**src/rtl/cpu_types_pkg.sv**
```systemverilog
// Shared CPU-side types: machine word, RAM handshake state, arbiter FSM state
// and grant owner.
package cpu_types_pkg;
  typedef logic [31:0] word_t;

  typedef enum logic [1:0] {
    FREE   = 2'd0,
    BUSY   = 2'd1,
    ACCESS = 2'd2,
    ERROR  = 2'd3
  } ramstate_t;

  typedef enum logic [1:0] {
    IDLE  = 2'd0,
    GNT_D = 2'd1,
    GNT_I = 2'd2,
    FAULT = 2'd3
  } arb_state_t;

  typedef enum logic {
    INSTR = 1'b0,
    DATA  = 1'b1
  } grant_t;
endpackage

```
**src/rtl/mem_arbiter_if.sv**
```systemverilog
// Instruction/data request ports and the single RAM port behind the arbiter.
// master = CPU and RAM side (environment), slave = the arbiter itself.
interface mem_arbiter_if;
  import cpu_types_pkg::*;

  logic      iREN;
  word_t     iaddr;
  word_t     iload;
  logic      iwait;
  logic      dREN;
  logic      dWEN;
  word_t     daddr;
  word_t     dstore;
  word_t     dload;
  logic      dwait;
  logic      ramREN;
  logic      ramWEN;
  word_t     ramaddr;
  word_t     ramstore;
  word_t     ramload;
  ramstate_t ramstate;

  modport master (
    output iREN, iaddr, dREN, dWEN, daddr, dstore, ramload, ramstate,
    input  iload, iwait, dload, dwait, ramREN, ramWEN, ramaddr, ramstore
  );

  modport slave (
    input  iREN, iaddr, dREN, dWEN, daddr, dstore, ramload, ramstate,
    output iload, iwait, dload, dwait, ramREN, ramWEN, ramaddr, ramstore
  );
endinterface

```
**src/rtl/mem_arbiter.sv**
```systemverilog
// Two-requester (instruction/data) arbiter onto one RAM port with alternating
// priority under contention, a grant timeout and a sticky fault state.
module mem_arbiter
  import cpu_types_pkg::*;
#(
  parameter int TIMEOUT = 16
) (
  input  logic          CLK,
  input  logic          nRST,
  mem_arbiter_if.slave  bus,
  output logic          err
);

  arb_state_t state;
  grant_t     last_gnt;
  logic [4:0] timer;
  logic       dreq;
  logic       gnt_req;
  logic       done;

  assign dreq = bus.dREN | bus.dWEN;

  always_comb begin
    gnt_req = 1'b0;
    case (state)
      GNT_D:   gnt_req = dreq;
      GNT_I:   gnt_req = bus.iREN;
      default: gnt_req = 1'b0;
    endcase
  end

  assign done = gnt_req && (bus.ramstate == ACCESS);

  always_ff @(posedge CLK or negedge nRST) begin
    if (!nRST) begin
      state    <= IDLE;
      last_gnt <= INSTR;
      timer    <= '0;
      err      <= 1'b0;
    end else begin
      case (state)
        IDLE: begin
          // data wins a tie only if instruction had the last grant
          if (dreq && (!bus.iREN || last_gnt == INSTR)) begin
            state    <= GNT_D;
            last_gnt <= DATA;
            timer    <= '0;
          end else if (bus.iREN) begin
            state    <= GNT_I;
            last_gnt <= INSTR;
            timer    <= '0;
          end
        end
        GNT_D, GNT_I: begin
          if (!gnt_req || done) begin
            state <= IDLE;
            timer <= '0;
          end else if (bus.ramstate == ERROR || timer == 5'(TIMEOUT - 1)) begin
            state <= FAULT;
            err   <= 1'b1;
          end else begin
            timer <= timer + 5'd1;
          end
        end
        FAULT:   state <= FAULT;
        default: state <= IDLE;
      endcase
    end
  end

  always_comb begin
    bus.ramREN   = 1'b0;
    bus.ramWEN   = 1'b0;
    bus.ramaddr  = '0;
    bus.ramstore = '0;
    bus.iload    = '0;
    bus.dload    = '0;
    bus.iwait    = bus.iREN;
    bus.dwait    = dreq;
    case (state)
      GNT_D: begin
        if (dreq) begin
          bus.ramaddr  = bus.daddr;
          bus.ramstore = bus.dstore;
          bus.ramWEN   = bus.dWEN;
          bus.ramREN   = bus.dREN & ~bus.dWEN;
        end
        if (done) begin
          bus.dwait = 1'b0;
          bus.dload = bus.ramload;
        end
      end
      GNT_I: begin
        if (bus.iREN) begin
          bus.ramaddr = bus.iaddr;
          bus.ramREN  = 1'b1;
        end
        if (done) begin
          bus.iwait = 1'b0;
          bus.iload = bus.ramload;
        end
      end
      FAULT: begin
        bus.iwait = 1'b1;
        bus.dwait = 1'b1;
      end
      default: ;
    endcase
  end

endmodule

```
**src/flat_wrapper.sv**
```systemverilog
// flat-port wrapper written by rule: the top's interface ports become plain ports
module mem_arbiter_flat import cpu_types_pkg::*;
#(
  parameter int TIMEOUT = 16
)
  (CLK, nRST, err, bus_iREN, bus_iaddr, bus_dREN, bus_dWEN, bus_daddr, bus_dstore, bus_ramload, bus_ramstate, bus_iload, bus_iwait, bus_dload, bus_dwait, bus_ramREN, bus_ramWEN, bus_ramaddr, bus_ramstore);
  mem_arbiter_if bus_i ();
  input  logic CLK;
  input  logic nRST;
  output logic err;
  input wire logic [$bits(bus_i.iREN)-1:0] bus_iREN;
  input wire logic [$bits(bus_i.iaddr)-1:0] bus_iaddr;
  input wire logic [$bits(bus_i.dREN)-1:0] bus_dREN;
  input wire logic [$bits(bus_i.dWEN)-1:0] bus_dWEN;
  input wire logic [$bits(bus_i.daddr)-1:0] bus_daddr;
  input wire logic [$bits(bus_i.dstore)-1:0] bus_dstore;
  input wire logic [$bits(bus_i.ramload)-1:0] bus_ramload;
  input wire logic [$bits(bus_i.ramstate)-1:0] bus_ramstate;
  output wire logic [$bits(bus_i.iload)-1:0] bus_iload;
  output wire logic [$bits(bus_i.iwait)-1:0] bus_iwait;
  output wire logic [$bits(bus_i.dload)-1:0] bus_dload;
  output wire logic [$bits(bus_i.dwait)-1:0] bus_dwait;
  output wire logic [$bits(bus_i.ramREN)-1:0] bus_ramREN;
  output wire logic [$bits(bus_i.ramWEN)-1:0] bus_ramWEN;
  output wire logic [$bits(bus_i.ramaddr)-1:0] bus_ramaddr;
  output wire logic [$bits(bus_i.ramstore)-1:0] bus_ramstore;
  assign bus_i.iREN = bus_iREN;
  assign bus_i.iaddr = bus_iaddr;
  assign bus_i.dREN = bus_dREN;
  assign bus_i.dWEN = bus_dWEN;
  assign bus_i.daddr = bus_daddr;
  assign bus_i.dstore = bus_dstore;
  assign bus_i.ramload = bus_ramload;
  assign bus_i.ramstate = bus_ramstate;
  assign bus_iload = bus_i.iload;
  assign bus_iwait = bus_i.iwait;
  assign bus_dload = bus_i.dload;
  assign bus_dwait = bus_i.dwait;
  assign bus_ramREN = bus_i.ramREN;
  assign bus_ramWEN = bus_i.ramWEN;
  assign bus_ramaddr = bus_i.ramaddr;
  assign bus_ramstore = bus_i.ramstore;
  mem_arbiter #(.TIMEOUT(TIMEOUT)) u_core (.CLK(CLK), .nRST(nRST), .bus(bus_i), .err(err));
endmodule
```
**config.mk**
```make
export PLATFORM = sky130hd
export DESIGN_NAME = mem_arbiter_flat
export DESIGN_NICKNAME = d
export VERILOG_FILES = /design/src/rtl/cpu_types_pkg.sv /design/src/rtl/mem_arbiter_if.sv /design/src/rtl/mem_arbiter.sv /design/src/flat_wrapper.sv
export SDC_FILE = /design/constraint.sdc
export NUM_CORES = 1
export LEC_CHECK = 0
export ABC_AREA = 0
export BUFFER_PORTS_ARGS = -buffer_cell sky130_fd_sc_hd__buf_4
export CORE_AREA = 2 2 104 106
export CTS_CLUSTER_DIAMETER = 200
export DETAILED_ROUTE_END_ITERATION = 7
export DIE_AREA = 0 0 106 108
export PLACE_DENSITY = 0.64
export SLEW_MARGIN = 20
export SYNTH_ARGS = -nofsm -noshare
export SYNTH_HDL_FRONTEND = slang
export SYNTH_SLANG_ARGS = --single-unit
```
**constraint.sdc**
```tcl
create_clock -name CLK -period 2.24 [get_ports CLK]
set_input_delay 0.448 -clock CLK [delete_from_list [all_inputs] [get_ports CLK]]
set_output_delay 0.448 -clock CLK [all_outputs]
set_load 0.005 [all_outputs]
```
Word-level counts from Yosys, hierarchy flattened
Cells that the tools add are included.

operators by class
  add/subtract/negate cells = 1
  eq/ne operators = 9
  multiplexer cells = 30
  bitwise gates (word level) = 5
  reductions and logical operators = 15

operators with widths
  kind                                           count
  2-to-1 mux 32 bit                              7
  case mux 32 bit (2 select lines)               1
  2-to-1 mux 5 bit                               4
  case mux 5 bit (2 select lines)                1
  == test 2 bit, second input constant           4
  2-to-1 mux 1 bit                               8
  2-to-1 mux 2 bit                               4
  case mux 1 bit (2 select lines)                4
  != test 3 x 2 -> 1 bit, second input constant  2
  case mux 2 bit (3 select lines)                1
  AND reduction 3 bit                            2
  adder 5 x 1 -> 5 bit, second input constant    1
  == test 5 x 4 -> 1 bit, second input constant  1
  AND reduction 2 bit                            2
  nonzero test 2 bit                             2
  logical OR 1 bit                               3
  != test 3 x 1 -> 1 bit, second input constant  1
  NOT 1 bit                                      3
  == test 2 x 1 -> 1 bit, second input constant  1
  logical AND 1 bit                              2
  zero test 1 bit                                2
  zero test 2 bit                                1
  OR reduction 2 bit                             1
  bitwise AND 1 bit                              1
  bitwise OR 1 bit                               1

storage, ports and cells
  register bits after elaboration = 9
  bits of input ports = 135
  output and inout port bits = 133
  logic and storage cells = 64

Depth between registers and ports, before layout
Gate-level depths: netlist of run 1.

  word-level depth = 6
  mapped depth = 8
  mapped depth without buffers = 7

Worst setup path after synthesis of run 1
No wires, ideal clock.

  path type = reg2out
  start = register u_core.state[0]
  end = output bus_dload[10]
  data arrival time = 1656 ps
  data required time = 1792 ps
  setup slack = 136 ps
  stages on the path, launching flop included = 9
  path through = dfrtp_1 inv_1 ha_1 and2_4 buf_6 or2_1 and3_4 clkbuf_1 and2_1

on the way
  longest elaborated chain between the ends = 5

RTL lines
  element                                                         RTL line                              text
  from (decl)                                                     mem_arbiter.sv:14                     arb_state_t state;
  from (signal assigned)                                          mem_arbiter.sv:36                     state <= IDLE;
  from (signal assigned)                                          mem_arbiter.sv:45                     state <= GNT_D;
  from (signal assigned)                                          mem_arbiter.sv:49                     state <= GNT_I;
  == test 2 bit / == test 2 x 1 -> 1 bit (equally long branches)  mem_arbiter.sv:25, mem_arbiter.sv:80
  case mux 1 bit (2 select lines)                                 mem_arbiter.sv:25                     case (state)
  logical AND 1 bit                                               mem_arbiter.sv:32                     assign done = gnt_req && (bus.ramstate == ACCESS);
  2-to-1 mux 32 bit                                               mem_arbiter.sv:88                     if (done) begin
  2-to-1 mux 32 bit *                                             mem_arbiter.sv:80                     case (state)
  to (decl)                                                       flat_wrapper.sv:21                    output wire logic [$bits(bus_i.dload)-1:0] bus_dload;

Mark *: on every way between the ends. The rest lies on a longest branch, timed or not.

Worst setup path in the final report of run 1
  start = register u_core.state[1]
  end = output bus_dload[8]

Same word-level chain as after synthesis.

==> impl_metrics.tcl, run 1 <==
set metrics [dict create \
    power_leakage_nw 2.45 \
    cap_violations 0 \
    rows 37 \
    syn_inst 254 \
    fin_crit_sh_pct 105 \
    register_area_um2 225 \
    fmax_ghz 0.427 \
    dr.pass1.iters 4 \
    nets 679 \
    cts_tree "yes" \
    place_ws_ns 0.0666 \
    die_area_um2 11400 \
    h-tree-depth 1 \
    grt-ovfl-total 0 \
    ys_seq_area_share_pct 12.3 \
    synth_fp_nets 397 \
    failed_checks "setup timing" \
    routed_wl_um 11400 \
    placed_cells 645 \
    hpwl_um 7900 \
    hp-class "in2async" \
    pin_count 268 \
    multi_input_area_um2 1920 \
    fillCellCount 927 \
    period_minus_slack_ns 2.34 \
    grtUsageTotal_pct 16.7 \
    grt_pass1_vias 2814 \
    ys_types 38 \
    fin_cells 672 \
    required_ns 1.79 \
    p_per_area_nw_per_um2 701 \
    cp.buffers_inverters 2 \
    viasPerCell 4.42 \
    antenna_found_initial 1 \
    die_w_um 106 \
    crit_start "u_core.state[1]" \
    grt_max_degree 38 \
    ant_nets 0 \
    cts.sink_count 9 \
    finalWorstSetupSlack_ns -0.102 \
    wl_per_cell_um 16.9 \
    r2r-end "u_core.timer[0]" \
    avgSynthCellArea_um2 7.21 \
    ir_drop_uv 441 \
    clockRootBuffer "clkbuf_8" \
    drc 0 \
    drive_gt1_share_pct 75.1 \
    place.gp.congestion 0.876 \
    core_region_area_um2 10200 \
    io_buffers 267 \
    final_core_util_pct 48.4 \
    cpPeakStageDelay_ns 0.39 \
    rrSetupSlack_ns 0.13 \
    worst_r2r_path_depth 8 \
    finalSetupViolCount 67 \
    rsz0062_at_grt "yes" \
    crit_arrival_ns 1.89 \
    initial_core_util_pct 17.9 \
    slew_viol_final 0 \
    endpoint "bus_dload[8]" \
    r2r-start "u_core.state[1]" \
    syn_to_final_growth_pct 171 \
    tightestPinTransition_ns 0.436 \
    crit_chain "buf_6, ha_4, and2_4, or2_4, and3_4, and2_1, buf_4" \
    ys_ff_latch 9 \
    slew_headroom_pct 70.8 \
    clkTransAtPathRegs_ns 0.05 \
    crit_slowest_cell "dfrtp_1" \
    syn-cell-area_um2 1830 \
    grt_pass1_wl_um 15300 \
    vias 2972 \
    status "finished with violations" \
    crit_family "simple AND/OR/NAND/NOR gates" \
    cts_buffers 3 \
    dieHeight_um 108 \
    cts_hold_buf 0 \
    crit_cells 7 \
    path_max_fanout 8 \
    hold_viol 0 \
    start_kind "flop" \
    clock_latency_ns 0.23 \
    end_kind "primary output" \
    finalClockSkew_ns 0.00109 \
    synth_warnings 0 \
    cts_buffer_depth 2 \
    drtIter0Drc 99 \
    critical_path_class "reg2out" \
]
logic make-up (layout without fill, tap and decap cells):
| logic type | after synthesis | in the layout | share of synthesized area, % |
|---|---|---|---|
| AO/OA/AOI/OAI | 54 | 54 | 22.3 |
| adder cells (fa/ha/maj) | 8 | 8 | 5.47 |
| buffers and inverters | 28 | 303 | 6.36 |
| flip-flops | 9 | 9 | 12.3 |
| multiplexers | 2 | 2 | 1.16 |
| other | 0 | 1 | 0 |
| AND/OR/NAND/NOR | 153 | 159 | 52.4 |
registers in the layout, summed over array words and instances, names as in the netlist:
| register | cells |
|---|---|
| u_core.err | 1 |
| u_core.timer | 5 |
| u_core.state | 2 |
| u_core.last_gnt | 1 |
cell usage after synthesis:
cell	number	area, µm²
a21boi_0	1	7.51
a21o_1	1	7.51
a21oi_1	4	20.0
a22o_1	2	17.5
a22oi_1	33	248
a31oi_1	1	6.26
a32o_1	1	10.0
and2_1	98	613
and2_4	1	8.76
and3_1	2	12.5
and3_4	2	22.5
and3b_1	1	8.76
and4_1	1	8.76
buf_2	3	15.0
buf_6	1	11.3
clkbuf_1	17	63.8
dfrtp_1	9	225
ha_1	8	100
inv_1	7	26.3
mux2_2	1	11.3
mux2i_1	1	10.0
nand2_1	5	18.8
nand3_1	1	5.00
nand3b_1	2	15.0
nand4_1	1	6.26
nor2_1	2	7.51
nor2b_1	33	206
nor3b_1	1	7.51
o211ai_1	1	7.51
o21a_1	2	15.0
o21ai_0	3	15.0
o21bai_1	1	7.51
o221a_4	1	20.0
o221ai_1	1	8.76
o2bb2ai_1	2	17.5
or2_1	1	6.26
or2_2	1	6.26
or3_1	1	6.26
layout make-up:
cell class,count,area share [%]
Multi-Input combinational cell,223,38.7
Sequential cell,9,4.55
Clock buffer,4,0.909
Timing Repair Buffer,292,51.8
Antenna cell,1,0.0505
Tap cell,136,3.44
Inverter,7,0.530
cells in the final DEF, fill, tap and decap left out, types with 3 or more instances in the layout:
| master | synthesis | final |
|---|---|---|
| a21oi_1 | 4 | 3 |
| a22oi_1 | 33 | 4 |
| a22oi_2 | 0 | 29 |
| and2_1 | 98 | 42 |
| and2_4 | 1 | 57 |
| and3_4 | 2 | 8 |
| buf_12 | 0 | 3 |
| buf_16 | 0 | 3 |
| buf_4 | 0 | 220 |
| buf_6 | 1 | 64 |
| clkbuf_8 | 0 | 3 |
| dfrtp_1 | 9 | 9 |
| ha_1 | 8 | 4 |
| ha_4 | 0 | 4 |
| inv_1 | 7 | 5 |
| nand2_1 | 5 | 5 |
| nor2b_1 | 33 | 32 |
| o21ai_0 | 3 | 3 |
per-stage QoR:
| step | instance area (µm²) | setup TNS [ns] | power [mW] | hold WS (ns) |
|---|---|---|---|---|
| 4_1_cts | 4300 | -4.07 | 2.96 | 0.0330 |
| 2_1_floorplan | 1830 | 0 | 1.31 | 0.152 |
| 6_report | 4950 | -3.28 | 3.47 | 0.0345 |
| 5_1_grt | 4950 | -10.41 | 3.72 | 0.0340 |
| 3_5_place_dp | 4000 | 0 | 2.35 | 0.281 |
| 3_3_place_gp | 4000 | 0 | 2.31 | 0.278 |
report_power, final:
group / internal (mW) / leakage, nW / switching, mW / total, mW
Clock: 0.124 / 0.0228 / 0.0641 / 0.188
Sequential: 0.206 / 0.116 / 0.0276 / 0.234
Combinational: 1.75 / 2.31 / 1.30 / 3.05
worst register-to-register path: stages, from the launching register on:
cell and delay [ns]:
dfrtp_1 0.39, buf_6 0.14, ha_4 0.15, and2_4 0.17, buf_12 0.12, buf_12 0.16, o221ai_1 0.34, o21ai_0 0.22
mux2_2 0.31
worst min-delay path by stage:
stage	from	cells after the start	endpoint	slack, ns
2_1_floorplan	nRST	0	u_core.err	0.15
3_3_place_gp	nRST	1	u_core.last_gnt	0.28
3_5_place_dp	nRST	1	u_core.last_gnt	0.28
4_1_cts	nRST	1	u_core.last_gnt	0.03
5_1_grt	nRST	1	u_core.timer[2]	0.03
6_report	nRST	1	u_core.timer[3]	0.03
routing by layer:
layer,share of wire (%),up-vias,global-route usage [%]
li1,-,1434,-
met1,38,1354,19.0
met2,53,168,32.3
met4,2.0,0,3.38
met5,0,-,0
met3,6.9,16,3.56
timing repair:
item                       in CTS  in global routing
pin swaps                       4                 70
gates resized for setup        23                156
buffers inserted                3                  9
setup endpoints to repair      97                129
gates cloned                    8                  3
Power figures use the tool's default switching activity.
==> inputs of run 2 (changes only) <==
- GPL_TIMING_DRIVEN: default -> 0
==> impl_metrics.tcl, run 2 (same netlist as run 1, synthesis figures left out) <==
set metrics [dict create \
    register_area_um2 226 \
    fillCellCount 947 \
    hp-class "in2async" \
    rows 37 \
    layout_commonest_cell "buf_4" \
    viasPerCell 4.41 \
    cts.sink_count 9 \
    finalWorstSetupSlack_ns -0.130 \
    pin_count 268 \
    cts_buffers 3 \
    ir_drop_uv 349 \
    p_per_area_nw_per_um2 618 \
    clkTransAtPathRegs_ns 0.04 \
    cpPeakStageDelay_ns 0.41 \
    place.gp.congestion 0.889 \
    slew_headroom_pct 68.8 \
    crit_family "simple AND/OR/NAND/NOR gates" \
    grt_pass1_wl_um 16000 \
    end_kind "primary output" \
    crit_start "u_core.state[0]" \
    r2r-start "u_core.timer[0]" \
    fin_tns_setup_ns -6.78 \
    cap_violations 0 \
    hpwl_um 8260 \
    die_area_um2 11400 \
    power_leakage_nw 2.48 \
    cts_tree "yes" \
    wl_per_cell_um 15.6 \
    syn_to_final_growth_pct 166 \
    grtUsageTotal_pct 17.4 \
    dieHeight_um 108 \
    critical_path_class "reg2out" \
    regMostFlops "u_core.timer" \
    initial_core_util_pct 17.9 \
    start_kind "flop" \
    nets 686 \
    core_region_area_um2 10200 \
    fmax_ghz 0.422 \
    drtIter0Drc 79 \
    final_cell_mix "buf_4, buf_6, and2_4" \
    fin_crit_sh_pct 106 \
    clockRootBuffer "clkbuf_8" \
    reg_top3 "u_core.timer: 5 flops, u_core.state: 2 flops" \
    routed_wl_um 10600 \
    io_buffers 267 \
    vias 2991 \
    grt-ovfl-total 0 \
    ant_nets 0 \
    crit_arrival_ns 1.92 \
    cp.buffers_inverters 3 \
    dr.pass1.iters 4 \
    cts_buffer_depth 2 \
    cts_hold_buf 0 \
    die_w_um 106 \
    hold_viol 0 \
    multi_input_area_um2 1750 \
    period_minus_slack_ns 2.37 \
    antenna_found_initial 1 \
    crit_chain "buf_6, ha_4, o21a_4, or2_1, and3_4, clkbuf_8, and2_4, buf_6" \
    hold_ws_ns 0.0331 \
    grt_max_degree 11 \
    status "finished with violations" \
    tightestPinTransition_ns 0.466 \
    required_ns 1.79 \
    slew_viol_final 0 \
    h-tree-depth 1 \
    drive_gt1_share_pct 72.3 \
    grt_pass1_vias 3079 \
    crit_top_cell "buf_6" \
    largest_reg_flops 5 \
    finalSetupViolCount 66 \
    clock_latency_ns 0.23 \
    drc 0 \
    finalClockSkew_ns 0.000770 \
    crit_slowest_cell "dfrtp_1" \
    path_max_fanout 8 \
    failed_checks "setup timing" \
    rsz0062_at_grt "yes" \
]
## run 2: layout make-up
class                   instances  share of cell area (%)
plain buffers                  19                    4.54
clock buffers                   4                   0.924
inverters                       7                   0.590
flip-flops and latches          9                    4.64
diodes                          1                  0.0513
repair buffers                286                    49.8
multi-input cells             217                    36.0
well taps                     136                    3.49
## run 2: where the power goes
group	total [mW]	internal, mW	switching [mW]
Combinational	2.58	1.51	1.07
Clock	0.188	0.124	0.0642
Sequential	0.250	0.208	0.0422
## run 2: metal layers
| layer | routed length, µm | vias up | track usage (%) |
|---|---|---|---|
| met1 | 3950 | 1359 | 19.0 |
| met5 | 0 | - | 0 |
| li1 | - | 1437 | - |
| met4 | 259 | 0 | 4.61 |
| met2 | 5640 | 177 | 34.8 |
| met3 | 738 | 18 | 2.59 |
## run 2: worst paths after layout
check	endpoint	slack [ns]	depth (start not counted)
max	bus_dload[17]	-0.13	8
min	u_core.state[0]	0.03	1
max reg2reg	u_core.timer[0]	0.21	6
min reg2reg	u_core.err	0.48	1
max in group asynchronous	u_core.state[1]	2.06	1
min in group CLK	u_core.err	0.48	1
## run 2: per-stage QoR
stage / util, % / cells / setup slack [ns] / power (mW) / instance area (µm²)
after detailed placement: 39.1 / 657 / -0.261 / 2.31 / 4010
after global routing: 47.7 / 679 / -0.211 / 3.25 / 4880
after CTS: 47.6 / 679 / -0.109 / 3.02 / 4870
final: 47.7 / 679 / -0.130 / 3.01 / 4880
after global placement: 39.1 / 657 / -0.220 / 2.28 / 4010
after floorplan: - / 254 / 0.136 / 1.31 / 1830
## run 2: repair_timing
item	in CTS	in global routing
resized for setup	202	7
setup buffers	10	0
gates cloned	9	0
pin swaps	69	2
setup endpoints to repair	133	127
hold endpoints to repair	0	0
